$ cat config.mk
export PLATFORM = sky130hd
export DESIGN_NAME = arc_kbd_proto
export DESIGN_NICKNAME = d
export VERILOG_FILES = /design/src/rtl/arc_kbd_proto.sv
export SDC_FILE = /design/constraint.sdc
export NUM_CORES = 1
export LEC_CHECK = 0
export BUFFER_PORTS_ARGS = -buffer_cell sky130_fd_sc_hd__buf_2
export CAP_MARGIN = 20
export CORE_UTILIZATION = 60
export CTS_CLUSTER_SIZE = 30
export DETAILED_ROUTE_END_ITERATION = 8
export PLACE_DENSITY = 0.79
export SYNTH_ARGS = -nofsm -noshare
export SYNTH_HDL_FRONTEND = slang
export SYNTH_SLANG_ARGS = --single-unit
$ cat constraint.sdc
create_clock -name clkcpu -period 4.5 [get_ports clkcpu]
set_input_delay 0.675 -clock clkcpu [delete_from_list [all_inputs] [get_ports clkcpu]]
set_output_delay 0.675 -clock clkcpu [all_outputs]
set_load 0.02 [all_outputs]
$ cat src/rtl/arc_kbd_proto.sv
// Archimedes keyboard serial-protocol controller: reset handshake, key event queue, paced byte tx.
// Define ARC_KBD_MOUSE_EN to add mouse accumulators and mouse packets.
module arc_kbd_proto #(
  parameter int         FIFO_DEPTH = 8,
  parameter int         TX_GAP     = 400,
  parameter logic [5:0] KBD_ID     = 6'd1
) (
  input  logic       clkcpu,
  input  logic       rst_n,
  input  logic       key_valid,
  input  logic [7:0] key_code,
  input  logic       key_up,
  input  logic [7:0] rx_data,
  input  logic       rx_strobe,
  output logic [7:0] tx_data,
  output logic       tx_strobe,
  output logic [2:0] leds,
  output logic       fifo_ovf
`ifdef ARC_KBD_MOUSE_EN
  ,
  input  logic       mouse_valid,
  input  logic [7:0] mouse_dx,
  input  logic [7:0] mouse_dy
`endif
);

  localparam int AW = $clog2(FIFO_DEPTH);
  localparam int GW = (TX_GAP < 2) ? 1 : $clog2(TX_GAP + 1);

  localparam logic [7:0] HRST = 8'hFF, RAK1 = 8'hFE, RAK2 = 8'hFD, BACK = 8'h3F;
  localparam logic [7:0] NACK = 8'h30, SACK = 8'h31, MACK = 8'h32, SMAK = 8'h33, RQID = 8'h20;

  typedef enum logic [2:0] {
    S_PWRUP, S_WAIT_HRST, S_WAIT_RAK1, S_WAIT_RAK2, S_IDLE, S_WAIT_BACK, S_WAIT_ACK
  } state_t;

  state_t state, state_n;

  logic [8:0]    fifo_mem [FIFO_DEPTH];
  logic [AW-1:0] wr_ptr, rd_ptr;
  logic [AW:0]   count;
  logic [8:0]    head;
  logic          fifo_empty, fifo_full, push_req, push_ok, pop, flush;

  logic          pend_valid;
  logic [7:0]    pend_data;
  logic [GW-1:0] gap;
  logic          tx_free, send_req;
  logic [7:0]    send_byte;

  logic          key_en, key_en_n;
  logic [2:0]    leds_n;
  logic [7:0]    pkt_byte2;
  logic          pkt_mouse, latch_key, latch_mouse;
  logic          is_en_cmd, is_dis_cmd, is_leds;

`ifdef ARC_KBD_MOUSE_EN
  logic          mouse_en, mouse_en_n;
  logic [6:0]    acc_dx, acc_dy;

  function automatic logic [6:0] sat_add(input logic [6:0] acc, input logic [7:0] d);
    logic signed [8:0] s;
    s = $signed({{2{acc[6]}}, acc}) + $signed({d[7], d});
    if (s > 9'sd63) return 7'h3F;
    if (s < -9'sd63) return 7'h41;
    return s[6:0];
  endfunction
`endif

  assign head       = fifo_mem[rd_ptr];
  assign fifo_empty = (count == '0);
  assign fifo_full  = (count == (AW+1)'(FIFO_DEPTH));
  assign push_req   = key_valid && !flush;
  assign push_ok    = push_req && (!fifo_full || pop);
  assign tx_free    = (gap == '0) && !pend_valid;
  assign is_en_cmd  = (rx_data == SACK) || (rx_data == SMAK);
  assign is_dis_cmd = (rx_data == NACK) || (rx_data == MACK);
  assign is_leds    = (rx_data[7:3] == 5'd0);

  // HRST from the host overrides whatever the protocol was doing.
  always_comb begin
    state_n     = state;
    send_req    = 1'b0;
    send_byte   = 8'h00;
    key_en_n    = key_en;
    leds_n      = leds;
    pop         = 1'b0;
    flush       = 1'b0;
    latch_key   = 1'b0;
    latch_mouse = 1'b0;
`ifdef ARC_KBD_MOUSE_EN
    mouse_en_n  = mouse_en;
`endif
    if (rx_strobe && rx_data == HRST) begin
      send_req  = 1'b1;
      send_byte = HRST;
      flush     = 1'b1;
      key_en_n  = 1'b0;
`ifdef ARC_KBD_MOUSE_EN
      mouse_en_n = 1'b0;
`endif
      state_n   = S_WAIT_RAK1;
    end else begin
      case (state)
        S_PWRUP: begin
          send_req  = 1'b1;
          send_byte = HRST;
          state_n   = S_WAIT_HRST;
        end
        S_WAIT_HRST: ;
        S_WAIT_RAK1: if (rx_strobe) begin
          send_req = 1'b1;
          if (rx_data == RAK1) begin
            send_byte = RAK1;
            state_n   = S_WAIT_RAK2;
          end else begin
            send_byte = HRST;
            state_n   = S_WAIT_HRST;
          end
        end
        S_WAIT_RAK2: if (rx_strobe) begin
          send_req = 1'b1;
          if (rx_data == RAK2) begin
            send_byte = RAK2;
            state_n   = S_IDLE;
          end else begin
            send_byte = HRST;
            state_n   = S_WAIT_HRST;
          end
        end
        S_IDLE: begin
          if (rx_strobe) begin
            if (is_en_cmd) key_en_n = 1'b1;
            else if (is_dis_cmd) key_en_n = 1'b0;
            else if (rx_data == RQID) begin
              send_req  = 1'b1;
              send_byte = {2'b10, KBD_ID};
            end else if (is_leds) leds_n = rx_data[2:0];
`ifdef ARC_KBD_MOUSE_EN
            if (rx_data == SMAK || rx_data == MACK) mouse_en_n = 1'b1;
            else if (rx_data == SACK || rx_data == NACK) mouse_en_n = 1'b0;
`endif
          end
          // A same-cycle host response wins; keys wait for the next free slot.
          if (!send_req && tx_free) begin
            if (key_en_n && !fifo_empty) begin
              send_req  = 1'b1;
              send_byte = {(head[8] ? 4'hD : 4'hC), head[7:4]};
              latch_key = 1'b1;
              state_n   = S_WAIT_BACK;
            end
`ifdef ARC_KBD_MOUSE_EN
            else if (mouse_en_n && fifo_empty && (acc_dx != '0 || acc_dy != '0)) begin
              send_req    = 1'b1;
              send_byte   = {1'b0, acc_dx};
              latch_mouse = 1'b1;
              state_n     = S_WAIT_BACK;
            end
`endif
          end
        end
        S_WAIT_BACK: if (rx_strobe) begin
          if (rx_data == BACK) begin
            send_req  = 1'b1;
            send_byte = pkt_byte2;
            state_n   = S_WAIT_ACK;
          end else if (rx_data == RQID) begin
            send_req  = 1'b1;
            send_byte = {2'b10, KBD_ID};
          end else if (is_leds) leds_n = rx_data[2:0];
        end
        S_WAIT_ACK: if (rx_strobe && (is_en_cmd || is_dis_cmd)) begin
          pop      = !pkt_mouse;
          key_en_n = is_en_cmd;
`ifdef ARC_KBD_MOUSE_EN
          mouse_en_n = (rx_data == SMAK) || (rx_data == MACK);
`endif
          state_n  = S_IDLE;
        end
        default: state_n = S_PWRUP;
      endcase
    end
  end

  always_ff @(posedge clkcpu or negedge rst_n) begin
    if (!rst_n) begin
      state     <= S_PWRUP;
      key_en    <= 1'b0;
      leds      <= 3'd0;
      pkt_byte2 <= 8'h00;
      pkt_mouse <= 1'b0;
    end else begin
      state  <= state_n;
      key_en <= key_en_n;
      leds   <= leds_n;
      if (latch_key) begin
        pkt_byte2 <= {(head[8] ? 4'hD : 4'hC), head[3:0]};
        pkt_mouse <= 1'b0;
      end
`ifdef ARC_KBD_MOUSE_EN
      else if (latch_mouse) begin
        pkt_byte2 <= {1'b0, acc_dy};
        pkt_mouse <= 1'b1;
      end
`endif
    end
  end

  // Tx pacing: one byte may wait in pend_* until the gap counter drains.
  always_ff @(posedge clkcpu or negedge rst_n) begin
    if (!rst_n) begin
      tx_data    <= 8'h00;
      tx_strobe  <= 1'b0;
      pend_valid <= 1'b0;
      pend_data  <= 8'h00;
      gap        <= '0;
    end else begin
      tx_strobe <= 1'b0;
      if (gap != '0) gap <= gap - 1'b1;
      if (gap == '0 && pend_valid) begin
        tx_data    <= pend_data;
        tx_strobe  <= 1'b1;
        gap        <= GW'(TX_GAP);
        pend_valid <= send_req;
        if (send_req) pend_data <= send_byte;
      end else if (gap == '0 && send_req) begin
        tx_data   <= send_byte;
        tx_strobe <= 1'b1;
        gap       <= GW'(TX_GAP);
      end else if (send_req) begin
        pend_valid <= 1'b1;
        pend_data  <= send_byte;
      end
    end
  end

  always_ff @(posedge clkcpu) begin
    if (push_ok) fifo_mem[wr_ptr] <= {key_up, key_code};
  end

  always_ff @(posedge clkcpu or negedge rst_n) begin
    if (!rst_n) begin
      wr_ptr   <= '0;
      rd_ptr   <= '0;
      count    <= '0;
      fifo_ovf <= 1'b0;
    end else begin
      fifo_ovf <= push_req && fifo_full && !pop;
      if (flush) begin
        wr_ptr <= '0;
        rd_ptr <= '0;
        count  <= '0;
      end else begin
        if (push_ok) wr_ptr <= wr_ptr + 1'b1;
        if (pop) rd_ptr <= rd_ptr + 1'b1;
        if (push_ok && !pop) count <= count + 1'b1;
        else if (pop && !push_ok) count <= count - 1'b1;
      end
    end
  end

`ifdef ARC_KBD_MOUSE_EN
  // Motion arriving in the latch cycle starts the next accumulation from zero.
  always_ff @(posedge clkcpu or negedge rst_n) begin
    if (!rst_n) begin
      mouse_en <= 1'b0;
      acc_dx   <= '0;
      acc_dy   <= '0;
    end else begin
      mouse_en <= mouse_en_n;
      if (mouse_valid) begin
        acc_dx <= sat_add(latch_mouse ? 7'd0 : acc_dx, mouse_dx);
        acc_dy <= sat_add(latch_mouse ? 7'd0 : acc_dy, mouse_dy);
      end else if (latch_mouse) begin
        acc_dx <= '0;
        acc_dy <= '0;
      end
    end
  end
`endif

endmodule

Yosys cells after proc, flatten, opt, wreduce, memory -nomap -nowiden
Memory sizes are Yosys's and may differ from the RTL's.
Cells that the tools add are included.
{ "op_classes": {"addsub": 5, "eq_ne": 30, "mux": 85, "n_bitwise": 1, "reduce_logical": 42} }
{ "op_table": {"columns": ["cell", "n"], "rows": [
  ["2-to-1 mux 8 bit", 16],
  ["2-to-1 mux 3 bit", 20],
  ["== test 8 x 6 -> 1 bit (second input constant)", 6],
  ["one-hot mux 8 bit (5 select lines)", 1],
  ["2-to-1 mux 1 bit", 36],
  ["2-to-1 mux 9 bit", 3],
  ["== test 8 bit (second input constant)", 3],
  ["!= test 3 bit (second input constant)", 7],
  ["one-hot mux 3 bit (7 select lines)", 1],
  ["!= test 2 bit (second input constant)", 7],
  ["logical AND 1 bit", 13],
  ["2-to-1 mux 4 bit", 3],
  ["nonzero test 2 bit", 5],
  ["== test 3 bit (second input constant)", 3],
  ["logical NOT 9 bit", 1],
  ["nonzero test 3 bit", 3],
  ["nonzero test 9 bit", 1],
  ["subtractor 9 x 1 -> 9 bit (second input constant)", 1],
  ["AND reduction 8 bit", 1],
  ["logical NOT 1 bit", 7],
  ["AND reduction 7 bit", 1],
  ["adder 3 x 1 -> 3 bit (second input constant)", 2],
  ["== test 3 x 2 -> 1 bit (second input constant)", 2],
  ["one-hot mux 3 bit (2 select lines)", 1],
  ["other kinds (14)", 19]
]} }
{ "word_totals": {"regBits": 53, "ram_bits": 72, "inputBits": 21, "out_inout_bits": 13, "wordCells": 177, "mem_count": 1} }
{ "mem_list": {"columns": ["name", "words", "width", "rd", "rd_ports_with_merged_regs", "write_ports", "line_no", "rtl"], "rows": [
  ["fifo_mem", 8, 9, 1, 0, 1, "39", "logic [8:0] fifo_mem [FIFO_DEPTH];"]
]} }

Logic depth before layout (Yosys ltp)
Gate-level depths: netlist of run 1.
{ "depth": {"word_depth": 15, "depth_mapped": 13, "depth_no_buf": 12} }

Worst setup path before layout of run 1
No wires, ideal clock.
{ "synth_path": {"path_kind": "input -> register", "from": "in rx_data[3]", "to": "mem fifo_mem[0][0] (enable)", "setup_ns": 0.399, "arrival_time_ns": 2.960, "t_required_ns": 4.101, "path_slack_ns": 1.141, "path_stages": 6, "path_buffers": 0, "cell_sequence": "nor2_1 nand4_1 nor4_1 o21ai_0 or2_2 nor4_1"} }
{ "synth_via": {"elab_chain_cells": 11, "elab_cells_between_ends": 20, "classes_between": "eq/ne: 5; mux: 6; reduce/logical: 9"} }
{ "synth_lines": {"columns": ["element", "line_no", "rtl"], "rows": [
  ["start, declared", "13", "input logic [7:0] rx_data,"],
  ["== test 8 x 6 -> 1 bit, on equally long branches", "76, 77", null],
  ["logical OR 1 bit, on equally long branches", "76, 77", null],
  ["logical OR 1 bit", "172", "S_WAIT_ACK: if (rx_strobe && (is_en_cmd || is_dis_cmd)) begin"],
  ["logical AND 1 bit", "172", null],
  ["2-to-1 mux 1 bit", "172", null],
  ["2-to-1 mux 1 bit", "104", "case (state)"],
  ["2-to-1 mux 1 bit", "94", "if (rx_strobe && rx_data == HRST) begin"],
  ["logical OR 1 bit", "74", "assign push_ok = push_req && (!fifo_full || pop);"],
  ["logical AND 1 bit (*)", "74", null],
  ["2-to-1 mux 1 bit (*)", "238", "if (push_ok) fifo_mem[wr_ptr] <= {key_up, key_code};"],
  ["2-to-1 mux 1 bit (not written as such) (*)", "238", null],
  ["end, declared", "39", null]
]} }
Every way passes the cells marked *; elsewhere a longest branch is shown, timed or not.

Worst setup path after layout of run 1
{ "layout_path": {"from": "reg gap[2]", "to": "reg pend_data[1]"} }
{ "layout_via": {"elab_chain_cells": 9, "elab_cells_between_ends": 15, "classes_between": "eq/ne: 1; mux: 9; reduce/logical: 5"} }
{ "layout_lines": {"columns": ["element", "line_no", "rtl"], "rows": [
  ["start, declared", "47", "logic [GW-1:0] gap;"],
  ["start signal, assigned", "219", "if (gap != '0) gap <= gap - 1'b1;"],
  ["start signal, assigned", "223", "gap <= GW'(TX_GAP);"],
  ["start signal, assigned", "229", "gap <= GW'(TX_GAP);"],
  ["logical NOT 9 bit (*)", "75, 220, 226", null],
  ["logical AND 1 bit", "75", "assign tx_free = (gap == '0) && !pend_valid;"],
  ["logical AND 1 bit", "145", "if (!send_req && tx_free) begin"],
  ["2-to-1 mux 8 bit or 2-to-1 mux 1 bit (tied branches)", "145", null],
  ["one-hot mux 8 bit (5 select lines) or one-hot mux 1 bit (4 select lines) (tied branches)", "104", null],
  ["2-to-1 mux 8 bit or 2-to-1 mux 1 bit (tied branches)", "94", null],
  ["2-to-1 mux 8 bit", "225, 230", null],
  ["2-to-1 mux 8 bit", "226", "end else if (gap == '0 && send_req) begin"],
  ["2-to-1 mux 8 bit", "220", "if (gap == '0 && pend_valid) begin"],
  ["end signal, assigned", "225", "if (send_req) pend_data <= send_byte;"],
  ["end signal, assigned", "232", "pend_data <= send_byte;"],
  ["end, declared", "46", "logic [7:0] pend_data;"]
]} }
Every way passes the cells marked *; elsewhere a longest branch is shown, timed or not. The select of a mux whose other input is x is not followed.
A chain may end at the register's enable or synchronous reset.

==> impl_metrics.prom, run 1 <==
# TYPE chip_impl_metric gauge
chip_impl_info{name="result_of_the_run",value="finished with violations"} 1
chip_impl_info{name="violations_in_the_final_reports",value="design-rule violations"} 1
chip_impl_metric{name="grt_first_pass_wirelength",unit="mm"} 18.5
chip_impl_metric{name="clock_skew",unit="ps"} 6.20
chip_impl_metric{name="layout-drive-gt1-share",unit="%"} 23.6
chip_impl_metric{name="cp_data_required_time",unit="ps"} 4910
chip_impl_metric{name="floorplan.rows",unit=""} 35
chip_impl_metric{name="reg2reg_setup_slack",unit="ps"} 1180
chip_impl_metric{name="ff_latch_area",unit="um^2"} 3440
chip_impl_info{name="synth.top_cells.by_count",value="edfxtp_1, nor2_1, dfrtp_1"} 1
chip_impl_metric{name="worst_skew_pair.late_latency",unit="ps"} 530
chip_impl_metric{name="vias_per_cell",unit=""} 6.20
chip_impl_info{name="synthTopCellsByArea",value="edfxtp_1, dfrtp_1, mux4_2"} 1
chip_impl_metric{name="placement.cell_area",unit="um^2"} 6000
chip_impl_metric{name="cts_hold_buffers",unit=""} 0
chip_impl_metric{name="syn_nets",unit=""} 471
chip_impl_metric{name="cts_h_tree_depth",unit=""} 4
chip_impl_info{name="clk_root_buffer_cell",value="clkbuf_8"} 1
chip_impl_info{name="slowest_stage",value="or4_1"} 1
chip_impl_metric{name="place_hpwl",unit="mm"} 7.43
chip_impl_metric{name="die_ar",unit="um^2"} 9830
chip_impl_metric{name="first_pass_iters",unit=""} 6
chip_impl_info{name="endpoint_kind",value="flop"} 1
chip_impl_metric{name="wl_per_cell",unit="um"} 18.4
chip_impl_metric{name="cts_post_setup_buffers_inserted",unit=""} 0
chip_impl_metric{name="worst_slew_margin_rel",unit="%"} 42.6
chip_impl_metric{name="synth_area_per_cell",unit="um^2"} 12.8
chip_impl_metric{name="core_area",unit="um^2"} 9200
chip_impl_metric{name="finish.instance_area",unit="um^2"} 6540
chip_impl_metric{name="synth-edff-count",unit=""} 72
chip_impl_metric{name="clockBufferDepth",unit=""} 2
chip_impl_info{name="rsz_0062_raised_after_global_routing",value="false"} 1
chip_impl_info{name="timing.setup.critical_path_class",value="flop to flop"} 1
chip_impl_metric{name="ctsResizeCount",unit=""} 0
chip_impl_metric{name="synth_top_area_share",unit="%"} 38.2
chip_impl_metric{name="fin_hold_viols",unit=""} 0
chip_impl_metric{name="yosysUniqueCellTypes",unit=""} 58
chip_impl_metric{name="critPathArrivalTime",unit="ps"} 3730
chip_impl_metric{name="grt_antenna_before_repair",unit=""} 0
chip_impl_metric{name="met3RoutedLength",unit="um"} 581
chip_impl_metric{name="routedLengthMet1",unit="mm"} 4.75
chip_impl_metric{name="timing.final.max_slew_violations",unit=""} 0
chip_impl_metric{name="die_width",unit="um"} 99.2
chip_impl_metric{name="grt_start_max_net_pins",unit=""} 52
chip_impl_metric{name="syn-cell-area",unit="um^2"} 5660
chip_impl_metric{name="final.fill_count",unit=""} 601
chip_impl_metric{name="num_antenna_cells",unit=""} 0
chip_impl_metric{name="portBuffers",unit=""} 33
chip_impl_metric{name="numClockSinks",unit=""} 123
chip_impl_info{name="tritoncts",value="built"} 1
chip_impl_metric{name="yosysSeqAreaShare",unit="%"} 60.7
chip_impl_metric{name="critPathMaxStageDelay",unit="ps"} 630
chip_impl_metric{name="layout.nets",unit=""} 516
chip_impl_metric{name="ff2ff_path_depth",unit=""} 6
chip_impl_metric{name="slew_of_the_pin_with_the_lowest_slew_margin",unit="ps"} 851
chip_impl_metric{name="max_clock_freq",unit="MHz"} 301
chip_impl_metric{name="floorplan.io_pins",unit=""} 34
chip_impl_info{name="worstHoldPathType",value="input port to async pin"} 1
chip_impl_metric{name="final-setup-viol-count",unit=""} 0
chip_impl_info{name="yosys.cell_count.top_type",value="edfxtp_1"} 1
chip_impl_metric{name="leakagePower",unit="nW"} 2.47
chip_impl_metric{name="met2WireLength",unit="mm"} 5.59
chip_impl_metric{name="gp_congestion",unit=""} 0.910
chip_impl_metric{name="gr-total-overflow",unit=""} 0
chip_impl_metric{name="finalCritPeriodShare",unit="%"} 73.8
chip_impl_metric{name="clk_pin_slew_worst_paths",unit="ps"} 60
chip_impl_metric{name="path_max_fanout",unit=""} 14
chip_impl_metric{name="drv.max_cap_violation_count",unit=""} 0
chip_impl_metric{name="fin_setup_tns",unit="ps"} 0
chip_impl_metric{name="grt_pass1_vias",unit=""} 3740
chip_impl_metric{name="async_reset_ff_share",unit="%"} 41.5
chip_impl_metric{name="multi_input_comb_area",unit="um^2"} 2100
chip_impl_metric{name="yosys_register_bits",unit=""} 123
chip_impl_info{name="cp_cell_sequence",value="or4_1, or4_4, a2111oi_4, o31a_2, o21a_1, mux2_2"} 1
chip_impl_info{name="reg2reg_from",value="gap[2]$_DFFE_PN0P_"} 1
chip_impl_info{name="ys.flop_type",value="edfxtp_1"} 1
chip_impl_metric{name="vdd.ir_drop.worst",unit="mV"} 0.624
chip_impl_metric{name="detailedRoute.firstIterationViolations",unit=""} 222
chip_impl_info{name="leading_area_contributor_after_synthesis",value="edfxtp_1"} 1
chip_impl_metric{name="dieHeight",unit="um"} 99.2
chip_impl_metric{name="drcViolationCount",unit=""} 2
chip_impl_metric{name="number_of_vias_in_the_routed_layout",unit=""} 3783
chip_impl_metric{name="tritoncts.num_buffers",unit=""} 17
chip_impl_info{name="critPathLaunchType",value="flop"} 1
chip_impl_metric{name="final.min_clock_period",unit="ps"} 3320
chip_impl_info{name="highest_layer",value="met4"} 1
chip_impl_metric{name="synth-warning-count",unit=""} 0
chip_impl_metric{name="total_detailed_routing_wirelength",unit="mm"} 11.2
chip_impl_metric{name="synthToLayoutAreaGrowth",unit="%"} 15.5
chip_impl_metric{name="power.density",unit="nW/um^2"} 557
chip_impl_metric{name="post_synthesis_cell_count",unit=""} 441
chip_impl_metric{name="drt.antenna.violating_nets",unit=""} 0
chip_impl_info{name="worst_r2r_endpoint",value="pend_data[1]$_DFFE_PN0P_"} 1
chip_impl_metric{name="starting_utilization_of_the_core_area",unit="%"} 61.6
chip_impl_metric{name="track_usage",unit="%"} 25.7
-- layout by cell type, fill, tap and decap left out, drive strengths merged, types with 11 or more instances in the layout --
| cell type | count |
|---|---|
| a21oi | 24 |
| buf | 46 |
| clkbuf | 17 |
| dfrtp | 51 |
| edfxtp | 72 |
| inv | 23 |
| mux2i | 12 |
| mux4 | 18 |
| nand2 | 27 |
| nor2 | 55 |
| nor3 | 11 |
| o21ai | 12 |
-- worst max-delay path: cells and delay by family (launching register included) --
family	cells	cell delay [ps]
and+or+nand+nor	2	1200
AOI/OAI and AO/OA	3	1190
DFF	1	430
muxes	1	380
-- sequential cells by signal, summed over array words and instances (netlist names) --
name and cells:
state 3, leds 3, key_en 1, pkt_byte2 6
wr_ptr 3, gap 9, count 4, fifo_ovf 1
tx_strobe 1, pend_data 8, tx_data 8, fifo_mem 72
pend_valid 1, rd_ptr 3
-- how the worst max path moves through the flow --
stage	startpoint	endpoint	slack [ps]
after detailed placement	rx_data[3]	count[3]$_DFFE_PN0P_	880
after global routing	state[2]$_DFFE_PN0P_	count[3]$_DFFE_PN0P_	1030
after CTS	gap[2]$_DFFE_PN0P_	pend_data[1]$_DFFE_PN0P_	1200
after floorplan	rx_data[3]	fifo_mem[0][0]$_DFFE_PP_	1140
after global placement	rx_data[3]	count[3]$_DFFE_PN0P_	1020
final	gap[2]$_DFFE_PN0P_	pend_data[1]$_DFFE_PN0P_	1180
-- cell type report --
type                       count  area share, %
multi-input combinational    283           32.2
clock inverter                15           1.95
tap                          111           2.12
timing repair buffer          46           4.02
sequential                   123           52.6
clock buffer                  17           6.33
inverter                      15          0.861
-- per-layer routing --
metal / global-route usage, % / vias up
met3: 7.38 / 30
met1: 32.0 / 1865
met2: 42.3 / 126
met5: 0 / -
met4: 11.5 / 0
li1: - / 1762
-- cells by family after synthesis --
kind of cell / synth area share (%)
XOR/XNOR: 1.86
buffers and inverters: 2.39
flip-flops: 60.7
multiplexers: 11.1
AO/OA/AOI/OAI: 9.23
AND/OR/NAND/NOR: 12.5
adder cells (fa/ha/maj): 2.30
-- through the flow --
step	hold WS (ps)	setup slack (ps)	std cells	power [mW]	util, %
floorplan	379	1140	441	2.18	-
global placement	468	1020	578	2.39	65.2
detailed placement	479	882	578	2.43	65.2
CTS	269	1200	610	3.67	71.1
global route	299	1030	610	3.85	71.1
finish	245	1180	610	3.64	71.1
-- where the power goes --
| part | total, mW | internal [mW] | switching (mW) |
|---|---|---|---|
| Clock | 1.23 | 0.693 | 0.539 |
| Combinational | 0.793 | 0.334 | 0.460 |
| Sequential | 1.62 | 1.45 | 0.170 |
| Total | 3.64 | 2.48 | 1.17 |
Note: power is estimated with default switching activity, not from simulation.
==> inputs of run 2 (changes only) <==
--- a/config.mk
+++ b/config.mk
@@ -7,10 +7,10 @@
 export LEC_CHECK = 0
 export BUFFER_PORTS_ARGS = -buffer_cell sky130_fd_sc_hd__buf_2
 export CAP_MARGIN = 20
-export CORE_UTILIZATION = 60
+export CORE_UTILIZATION = 55
 export CTS_CLUSTER_SIZE = 30
 export DETAILED_ROUTE_END_ITERATION = 8
-export PLACE_DENSITY = 0.79
+export PLACE_DENSITY = 0.76
 export SYNTH_ARGS = -nofsm -noshare
 export SYNTH_HDL_FRONTEND = slang
 export SYNTH_SLANG_ARGS = --single-unit
==> constraint.sdc (replaced) <==
create_clock -name clkcpu -period 3 [get_ports clkcpu]
set_input_delay 0.45 -clock clkcpu [delete_from_list [all_inputs] [get_ports clkcpu]]
set_output_delay 0.45 -clock clkcpu [all_outputs]
set_load 0.02 [all_outputs]
==> run 2 against run 1 <==
Net effect: final area is 4.8% higher; combinational power grew 61%; register-to-register slack worse by 1000 ps; global-route usage is 0.68 points lower; the run now ends clean; clock skew is 2.2 ps higher; maximum frequency increased by 16%; critical endpoint is now tx_data[1]$_DFFE_PN0P_; die area is 8.9% higher; flip-flop and latch count unchanged; count of clock-buffer cells in the layout grew 1; critical path depth is 2 higher; sequential power up 49%.
==> impl_metrics.prom, run 2 (synthesis gave the netlist of run 1 again) <==
# TYPE chip_impl_metric gauge
chip_impl_info{name="result_of_the_run",value="complete, no violations"} 1
chip_impl_metric{name="drv.max_cap_violation_count",unit=""} 0
chip_impl_metric{name="leakagePower",unit="nW"} 2.64
chip_impl_metric{name="ff_latch_area",unit="um^2"} 3440
chip_impl_metric{name="layout.nets",unit=""} 541
chip_impl_metric{name="detailedRoute.firstIterationViolations",unit=""} 206
chip_impl_info{name="rsz_0062_raised_after_global_routing",value="false"} 1
chip_impl_metric{name="timing.final.max_slew_violations",unit=""} 0
chip_impl_metric{name="drcViolationCount",unit=""} 0
chip_impl_metric{name="final.min_clock_period",unit="ps"} 2860
chip_impl_metric{name="vdd.ir_drop.worst",unit="mV"} 0.794
chip_impl_metric{name="power_report.internal_total",unit="mW"} 4.10
chip_impl_metric{name="power.share.combinational",unit="%"} 21.8
chip_impl_metric{name="path_max_fanout",unit=""} 6
chip_impl_metric{name="clock_skew",unit="ps"} 8.45
chip_impl_metric{name="floorplan.io_pins",unit=""} 34
chip_impl_metric{name="final-setup-viol-count",unit=""} 0
chip_impl_metric{name="gp_congestion",unit=""} 0.846
chip_impl_metric{name="finish.utilization",unit="%"} 69.5
chip_impl_metric{name="critPathArrivalTime",unit="ps"} 3300
chip_impl_metric{name="track_usage",unit="%"} 25.0
chip_impl_metric{name="vias_per_cell",unit=""} 5.86
chip_impl_metric{name="final.fill_count",unit=""} 649
chip_impl_metric{name="tritoncts.num_buffers",unit=""} 17
chip_impl_metric{name="post-place-cells",unit=""} 625
chip_impl_info{name="clk_root_buffer_cell",value="clkbuf_8"} 1
chip_impl_metric{name="grt_antenna_before_repair",unit=""} 0
chip_impl_info{name="top_regs",value="fifo_mem: 72 flops, gap: 9 flops"} 1
chip_impl_metric{name="numClockSinks",unit=""} 123
chip_impl_metric{name="die_width",unit="um"} 103
chip_impl_metric{name="cts_hold_buffers",unit=""} 0
chip_impl_metric{name="clk_pin_slew_worst_paths",unit="ps"} 60
chip_impl_metric{name="grt_first_pass_wirelength",unit="mm"} 19.1
chip_impl_metric{name="max_clock_freq",unit="MHz"} 350
chip_impl_metric{name="wl_per_cell",unit="um"} 18.3
chip_impl_metric{name="cts_post_setup_buffers_inserted",unit=""} 0
chip_impl_metric{name="fin_hold_viols",unit=""} 0
chip_impl_metric{name="die_ar",unit="um^2"} 10700
chip_impl_metric{name="multi_input_comb_area",unit="um^2"} 2120
chip_impl_metric{name="cts_h_tree_depth",unit=""} 4
chip_impl_metric{name="ctsResizeCount",unit=""} 0
chip_impl_metric{name="drt.antenna.violating_nets",unit=""} 0
chip_impl_metric{name="starting_utilization_of_the_core_area",unit="%"} 57.4
chip_impl_metric{name="worst_skew_pair.late_latency",unit="ps"} 520
chip_impl_metric{name="switching_share",unit="%"} 30.2
chip_impl_metric{name="power_switching",unit="mW"} 1.77
chip_impl_info{name="layout.cells.most_common",value="edfxtp_1"} 1
chip_impl_metric{name="fin_setup_tns",unit="ps"} 0
chip_impl_metric{name="gr-total-overflow",unit=""} 0
chip_impl_info{name="worstHoldPathType",value="input port to async pin"} 1
chip_impl_metric{name="first_pass_iters",unit=""} 4
chip_impl_metric{name="dieHeight",unit="um"} 103
chip_impl_info{name="endpoint_kind",value="flop"} 1
chip_impl_metric{name="portBuffers",unit=""} 33
chip_impl_metric{name="largest_reg_flops",unit=""} 72
chip_impl_metric{name="synthToLayoutAreaGrowth",unit="%"} 21.0
chip_impl_metric{name="finalNonFillerCells",unit=""} 657
chip_impl_metric{name="power.share.sequential",unit="%"} 41.3
chip_impl_metric{name="floorplan.rows",unit=""} 36
chip_impl_metric{name="slew_of_the_pin_with_the_lowest_slew_margin",unit="ps"} 875
chip_impl_metric{name="place_hpwl",unit="mm"} 8.14
chip_impl_metric{name="worst_slew_margin_rel",unit="%"} 41.7
chip_impl_metric{name="clockBufferDepth",unit=""} 2
chip_impl_info{name="critPathLaunchType",value="flop"} 1
chip_impl_metric{name="number_of_vias_in_the_routed_layout",unit=""} 3850
chip_impl_metric{name="layout-drive-gt1-share",unit="%"} 27.9
chip_impl_metric{name="finalCritPeriodShare",unit="%"} 95.3
chip_impl_metric{name="cp_data_required_time",unit="ps"} 3440
chip_impl_metric{name="power.density",unit="nW/um^2"} 856
chip_impl_metric{name="p_clk_share",unit="%"} 36.9
chip_impl_info{name="largest_register",value="fifo_mem"} 1
chip_impl_metric{name="core_area",unit="um^2"} 9860
chip_impl_info{name="tritoncts",value="built"} 1
chip_impl_metric{name="grt_start_max_net_pins",unit=""} 40
chip_impl_info{name="timing.setup.critical_path_class",value="flop to flop"} 1
chip_impl_metric{name="grt_pass1_vias",unit=""} 3765
chip_impl_info{name="layout.cells.most_common_list",value="edfxtp_1, nor2_1, dfrtp_1"} 1
chip_impl_metric{name="layout_setup_ws",unit="ps"} 142
chip_impl_metric{name="num_antenna_cells",unit=""} 0
chip_impl_metric{name="total_detailed_routing_wirelength",unit="mm"} 12.0
chip_impl_metric{name="dpl_worst_slack",unit="ps"} 89.5
==> run 2: power groups by stage <==
stage          clock network [mW]  registers [mW]  logic (mW)
2_1_floorplan                   0            2.44       0.835
3_3_place_gp                    0            2.42        1.22
3_5_place_dp                    0            2.44        1.26
4_1_cts                      2.21            2.41        1.28
5_1_grt                      2.27            2.46        1.44
6_report                     2.16            2.42        1.28
==> run 2: cell type report <==
class	count	share of cell area [%]
multi-input cells	283	30.9
inverters	15	0.821
repair buffers	71	6.57
well taps	133	2.43
clock inverters	14	3.05
clock buffers	18	6.10
flip-flops and latches	123	50.2
==> run 2: path summary, 6_finish.rpt <==
kind / from / endpoint / slack (ps) / depth (start not counted)
setup reg to reg: gap[3]$_DFFE_PN0P_ / tx_data[1]$_DFFE_PN0P_ / 140 / 8
hold / removal: rst_n / leds[1]$_DFFE_PN0P_ / 40 / 1
min in group clkcpu: key_valid / fifo_ovf$_DFF_PN0_ / 190 / 3
max in group asynchronous: rst_n / pend_data[5]$_DFFE_PN0P_ / 2310 / 2
hold reg to reg: gap[8]$_DFFE_PN0P_ / gap[8]$_DFFE_PN0P_ / 490 / 1
setup / recovery: gap[3]$_DFFE_PN0P_ / tx_data[1]$_DFFE_PN0P_ / 140 / 8
==> run 2: per-layer routing <==
metal	wire (um)	vias to the layer above	share of wire, %	GRT usage, %
met5	0	-	0	0
met4	255	0	2.1	10.5
met3	559	25	4.6	6.52
met2	6020	108	50	42.4
met1	5210	1906	43	30.5
li1	-	1811	-	-
==> run 2: metrics by stage <==
stage                     instance area (um^2)  power, mW  hold slack [ps]
after floorplan                           5670       3.28              154
after global placement                    6210       3.64              469
after detailed placement                  6210       3.70              479
after CTS                                 6840       5.90             54.1
after global routing                      6860       6.16              112
final                                     6860       5.87             42.5
==> run 2: critical path, cell delays in order, from the launching register on <==
cell	delay, ps
dfrtp_1	430
or4_4	590
or4_4	550
a2111oi_4	300
buf_4	210
nand2_1	70
o31ai_1	320
o22ai_1	130
a21oi_1	180
==> inputs of run 3 (changes only) <==
--- a/config.mk
+++ b/config.mk
@@ -11,6 +11,7 @@
 export CTS_CLUSTER_SIZE = 30
 export DETAILED_ROUTE_END_ITERATION = 8
 export PLACE_DENSITY = 0.76
+export REMOVE_ABC_BUFFERS = 1
 export SYNTH_ARGS = -nofsm -noshare
 export SYNTH_HDL_FRONTEND = slang
 export SYNTH_SLANG_ARGS = --single-unit
==> run 3 against run 2 <==
Net effect: power is 2.9% lower; global-route usage increased by 0.29 points; critical path depth shrank 1; die area stayed put; flip-flop and latch count unchanged; non-clock buffer count shrank 3; wire length is 0.49% higher; critical endpoint is now gap[4]$_DFFE_PN0P_; largest power group unchanged.
==> impl_metrics.prom, run 3 (synthesis gave the netlist of run 1 again) <==
# TYPE chip_impl_metric gauge
chip_impl_info{name="result_of_the_run",value="complete, no violations"} 1
chip_impl_metric{name="critPathArrivalTime",unit="ps"} 3330
chip_impl_metric{name="cp_data_required_time",unit="ps"} 3390
chip_impl_metric{name="total_detailed_routing_wirelength",unit="mm"} 12.1
chip_impl_metric{name="num_antenna_cells",unit=""} 0
chip_impl_metric{name="vias_per_cell",unit=""} 5.86
chip_impl_metric{name="tritoncts.num_buffers",unit=""} 17
chip_impl_metric{name="final-setup-viol-count",unit=""} 0
chip_impl_metric{name="numClockSinks",unit=""} 123
chip_impl_info{name="layout.cells.most_common",value="edfxtp_1"} 1
chip_impl_info{name="clk_root_buffer_cell",value="clkbuf_8"} 1
chip_impl_metric{name="gp_congestion",unit=""} 0.838
chip_impl_metric{name="floorplan.io_pins",unit=""} 34
chip_impl_metric{name="drv.max_cap_violation_count",unit=""} 0
chip_impl_metric{name="timing.final.max_slew_violations",unit=""} 0
chip_impl_metric{name="max_clock_freq",unit="MHz"} 340
chip_impl_metric{name="clock_skew",unit="ps"} 9.98
chip_impl_metric{name="p_clk_share",unit="%"} 35.2
chip_impl_metric{name="power_report.internal_total",unit="mW"} 3.97
chip_impl_metric{name="largest_reg_flops",unit=""} 72
chip_impl_info{name="rsz_0062_raised_after_global_routing",value="true"} 1
chip_impl_metric{name="gr-total-overflow",unit=""} 0
chip_impl_info{name="top_regs",value="fifo_mem: 72 flops, gap: 9 flops"} 1
chip_impl_metric{name="vdd.ir_drop.worst",unit="mV"} 0.792
chip_impl_metric{name="layout.nets",unit=""} 538
chip_impl_metric{name="core_area",unit="um^2"} 9860
chip_impl_metric{name="clockBufferDepth",unit=""} 2
chip_impl_metric{name="finalCritPeriodShare",unit="%"} 98.0
chip_impl_metric{name="power.share.combinational",unit="%"} 21.9
chip_impl_metric{name="switching_share",unit="%"} 30.2
chip_impl_metric{name="starting_utilization_of_the_core_area",unit="%"} 57.4
chip_impl_metric{name="wl_per_cell",unit="um"} 18.5
chip_impl_metric{name="cts_post_setup_buffers_inserted",unit=""} 0
chip_impl_metric{name="power_switching",unit="mW"} 1.72
chip_impl_metric{name="die_ar",unit="um^2"} 10700
chip_impl_metric{name="ff2ff_path_depth",unit=""} 7
chip_impl_metric{name="place_hpwl",unit="mm"} 8.13
chip_impl_metric{name="drcViolationCount",unit=""} 0
chip_impl_metric{name="slew_of_the_pin_with_the_lowest_slew_margin",unit="ps"} 762
chip_impl_metric{name="finalNonFillerCells",unit=""} 654
chip_impl_metric{name="portBuffers",unit=""} 33
chip_impl_metric{name="die_width",unit="um"} 103
chip_impl_metric{name="layout-drive-gt1-share",unit="%"} 26.9
chip_impl_info{name="worstHoldPathType",value="input port to flop"} 1
chip_impl_metric{name="path_max_fanout",unit=""} 5
chip_impl_metric{name="grt_antenna_before_repair",unit=""} 0
chip_impl_metric{name="worst_skew_pair.late_latency",unit="ps"} 510
chip_impl_metric{name="worst_slew_margin_rel",unit="%"} 48.9
chip_impl_metric{name="track_usage",unit="%"} 25.3
chip_impl_metric{name="dieHeight",unit="um"} 103
chip_impl_metric{name="synthToLayoutAreaGrowth",unit="%"} 20.0
chip_impl_info{name="timing.setup.critical_path_class",value="flop to flop"} 1
chip_impl_metric{name="detailedRoute.firstIterationViolations",unit=""} 157
chip_impl_metric{name="placement.cell_area",unit="um^2"} 6180
chip_impl_metric{name="first_pass_iters",unit=""} 4
chip_impl_info{name="layout.cells.most_common_list",value="edfxtp_1, nor2_1, dfrtp_1"} 1
chip_impl_metric{name="power.share.sequential",unit="%"} 43.0
chip_impl_metric{name="finish.utilization",unit="%"} 68.9
chip_impl_metric{name="fin_hold_viols",unit=""} 0
chip_impl_info{name="largest_register",value="fifo_mem"} 1
chip_impl_info{name="critPathLaunchType",value="flop"} 1
chip_impl_metric{name="power.density",unit="nW/um^2"} 837
chip_impl_metric{name="post-place-cells",unit=""} 621
chip_impl_metric{name="grt_pass1_vias",unit=""} 3874
chip_impl_metric{name="floorplan.rows",unit=""} 36
chip_impl_metric{name="grt_start_max_net_pins",unit=""} 30
chip_impl_info{name="tritoncts",value="built"} 1
chip_impl_metric{name="final.min_clock_period",unit="ps"} 2940
chip_impl_metric{name="cts_h_tree_depth",unit=""} 4
chip_impl_metric{name="finish.instance_area",unit="um^2"} 6800
chip_impl_metric{name="worstHoldPathCells",unit=""} 1
chip_impl_metric{name="clk_pin_slew_worst_paths",unit="ps"} 60
chip_impl_metric{name="number_of_vias_in_the_routed_layout",unit=""} 3834
chip_impl_metric{name="leakagePower",unit="nW"} 2.61
chip_impl_info{name="endpoint_kind",value="flop"} 1
chip_impl_metric{name="drt.antenna.violating_nets",unit=""} 0
chip_impl_metric{name="grt_first_pass_wirelength",unit="mm"} 19.3
==> run 3: changes by cell type in the layout (fill, tap and decap cells not counted), moves of 2 or more <==
| cell | delta |
|---|---|
| inv_6 | -4 |
| buf_4 | -4 |
| clkinv_1 | +3 |
| clkinv_2 | +2 |
==> run 3: worst paths after layout <==
check	start	to	slack, ps
min in group asynchronous	rst_n	key_en$_DFFE_PN0P_	440
worst min-delay path	key_code[1]	fifo_mem[3][1]$_DFFE_PP_	200
max in group asynchronous	rst_n	gap[6]$_DFFE_PN0P_	1800
worst max-delay path	gap[2]$_DFFE_PN0P_	gap[4]$_DFFE_PN0P_	60
worst max register to register	gap[2]$_DFFE_PN0P_	gap[4]$_DFFE_PN0P_	60
worst min register to register	pkt_byte2[2]$_DFFE_PN0P_	pkt_byte2[2]$_DFFE_PN0P_	490
==> run 3: area by class of cell <==
class	instances	area, um^2
Clock buffer	17	414
Clock inverter	15	174
Fill cell	672	3070
Inverter	15	56.3
Multi-Input combinational cell	283	2120
Sequential cell	123	3440
Tap cell	133	166
Timing Repair Buffer	68	430
==> run 3: what timing repair did <==
item / 4_1_cts / 5_1_grt
gates resized for setup: 0 / 3
hold buffers: 1 / 0
setup endpoints to repair: 0 / 3
hold endpoints to repair: 22 / 0
==> run 3: critical path, stage by stage, from the launching register on <==
cell and delay, ps:
dfrtp_1 440, or4_1 580, or4_4 550, a2111oi_4 380
o32ai_1 200, a2111oi_2 430, xnor2_1 170, nand2_1 70
==> run 3: per-layer routing <==
metal / vias up / wire [um] / share of wire (%) / global-route usage [%]
met3: 11 / 614 / 5.1 / 8.60
met1: 1923 / 4970 / 41 / 30.0
li1: 1799 / - / - / -
met5: - / 0 / 0 / 0
met2: 101 / 6370 / 53 / 42.7
met4: 0 / 143 / 1.2 / 9.86
==> run 3: power by group through the flow <==
| stage | registers [mW] | logic [mW] | clock network, mW |
|---|---|---|---|
| 6_report | 2.45 | 1.24 | 2.00 |
| 5_1_grt | 2.49 | 1.40 | 2.11 |
| 4_1_cts | 2.44 | 1.24 | 2.03 |
| 3_5_place_dp | 2.46 | 1.23 | 0 |
| 3_3_place_gp | 2.43 | 1.18 | 0 |
| 2_1_floorplan | 2.45 | 0.801 | 0 |
==> run 3: through the flow <==
stage	hold WS (ps)	setup TNS [ps]	power (mW)	setup WS, ps
floorplan	154	-48330	3.25	-1170
global placement	441	0	3.62	153
detailed placement	449	0	3.69	32.6
CTS	173	0	5.72	34.2
global route	177	-120	6.00	-55.5
finish	200	0	5.69	61.2
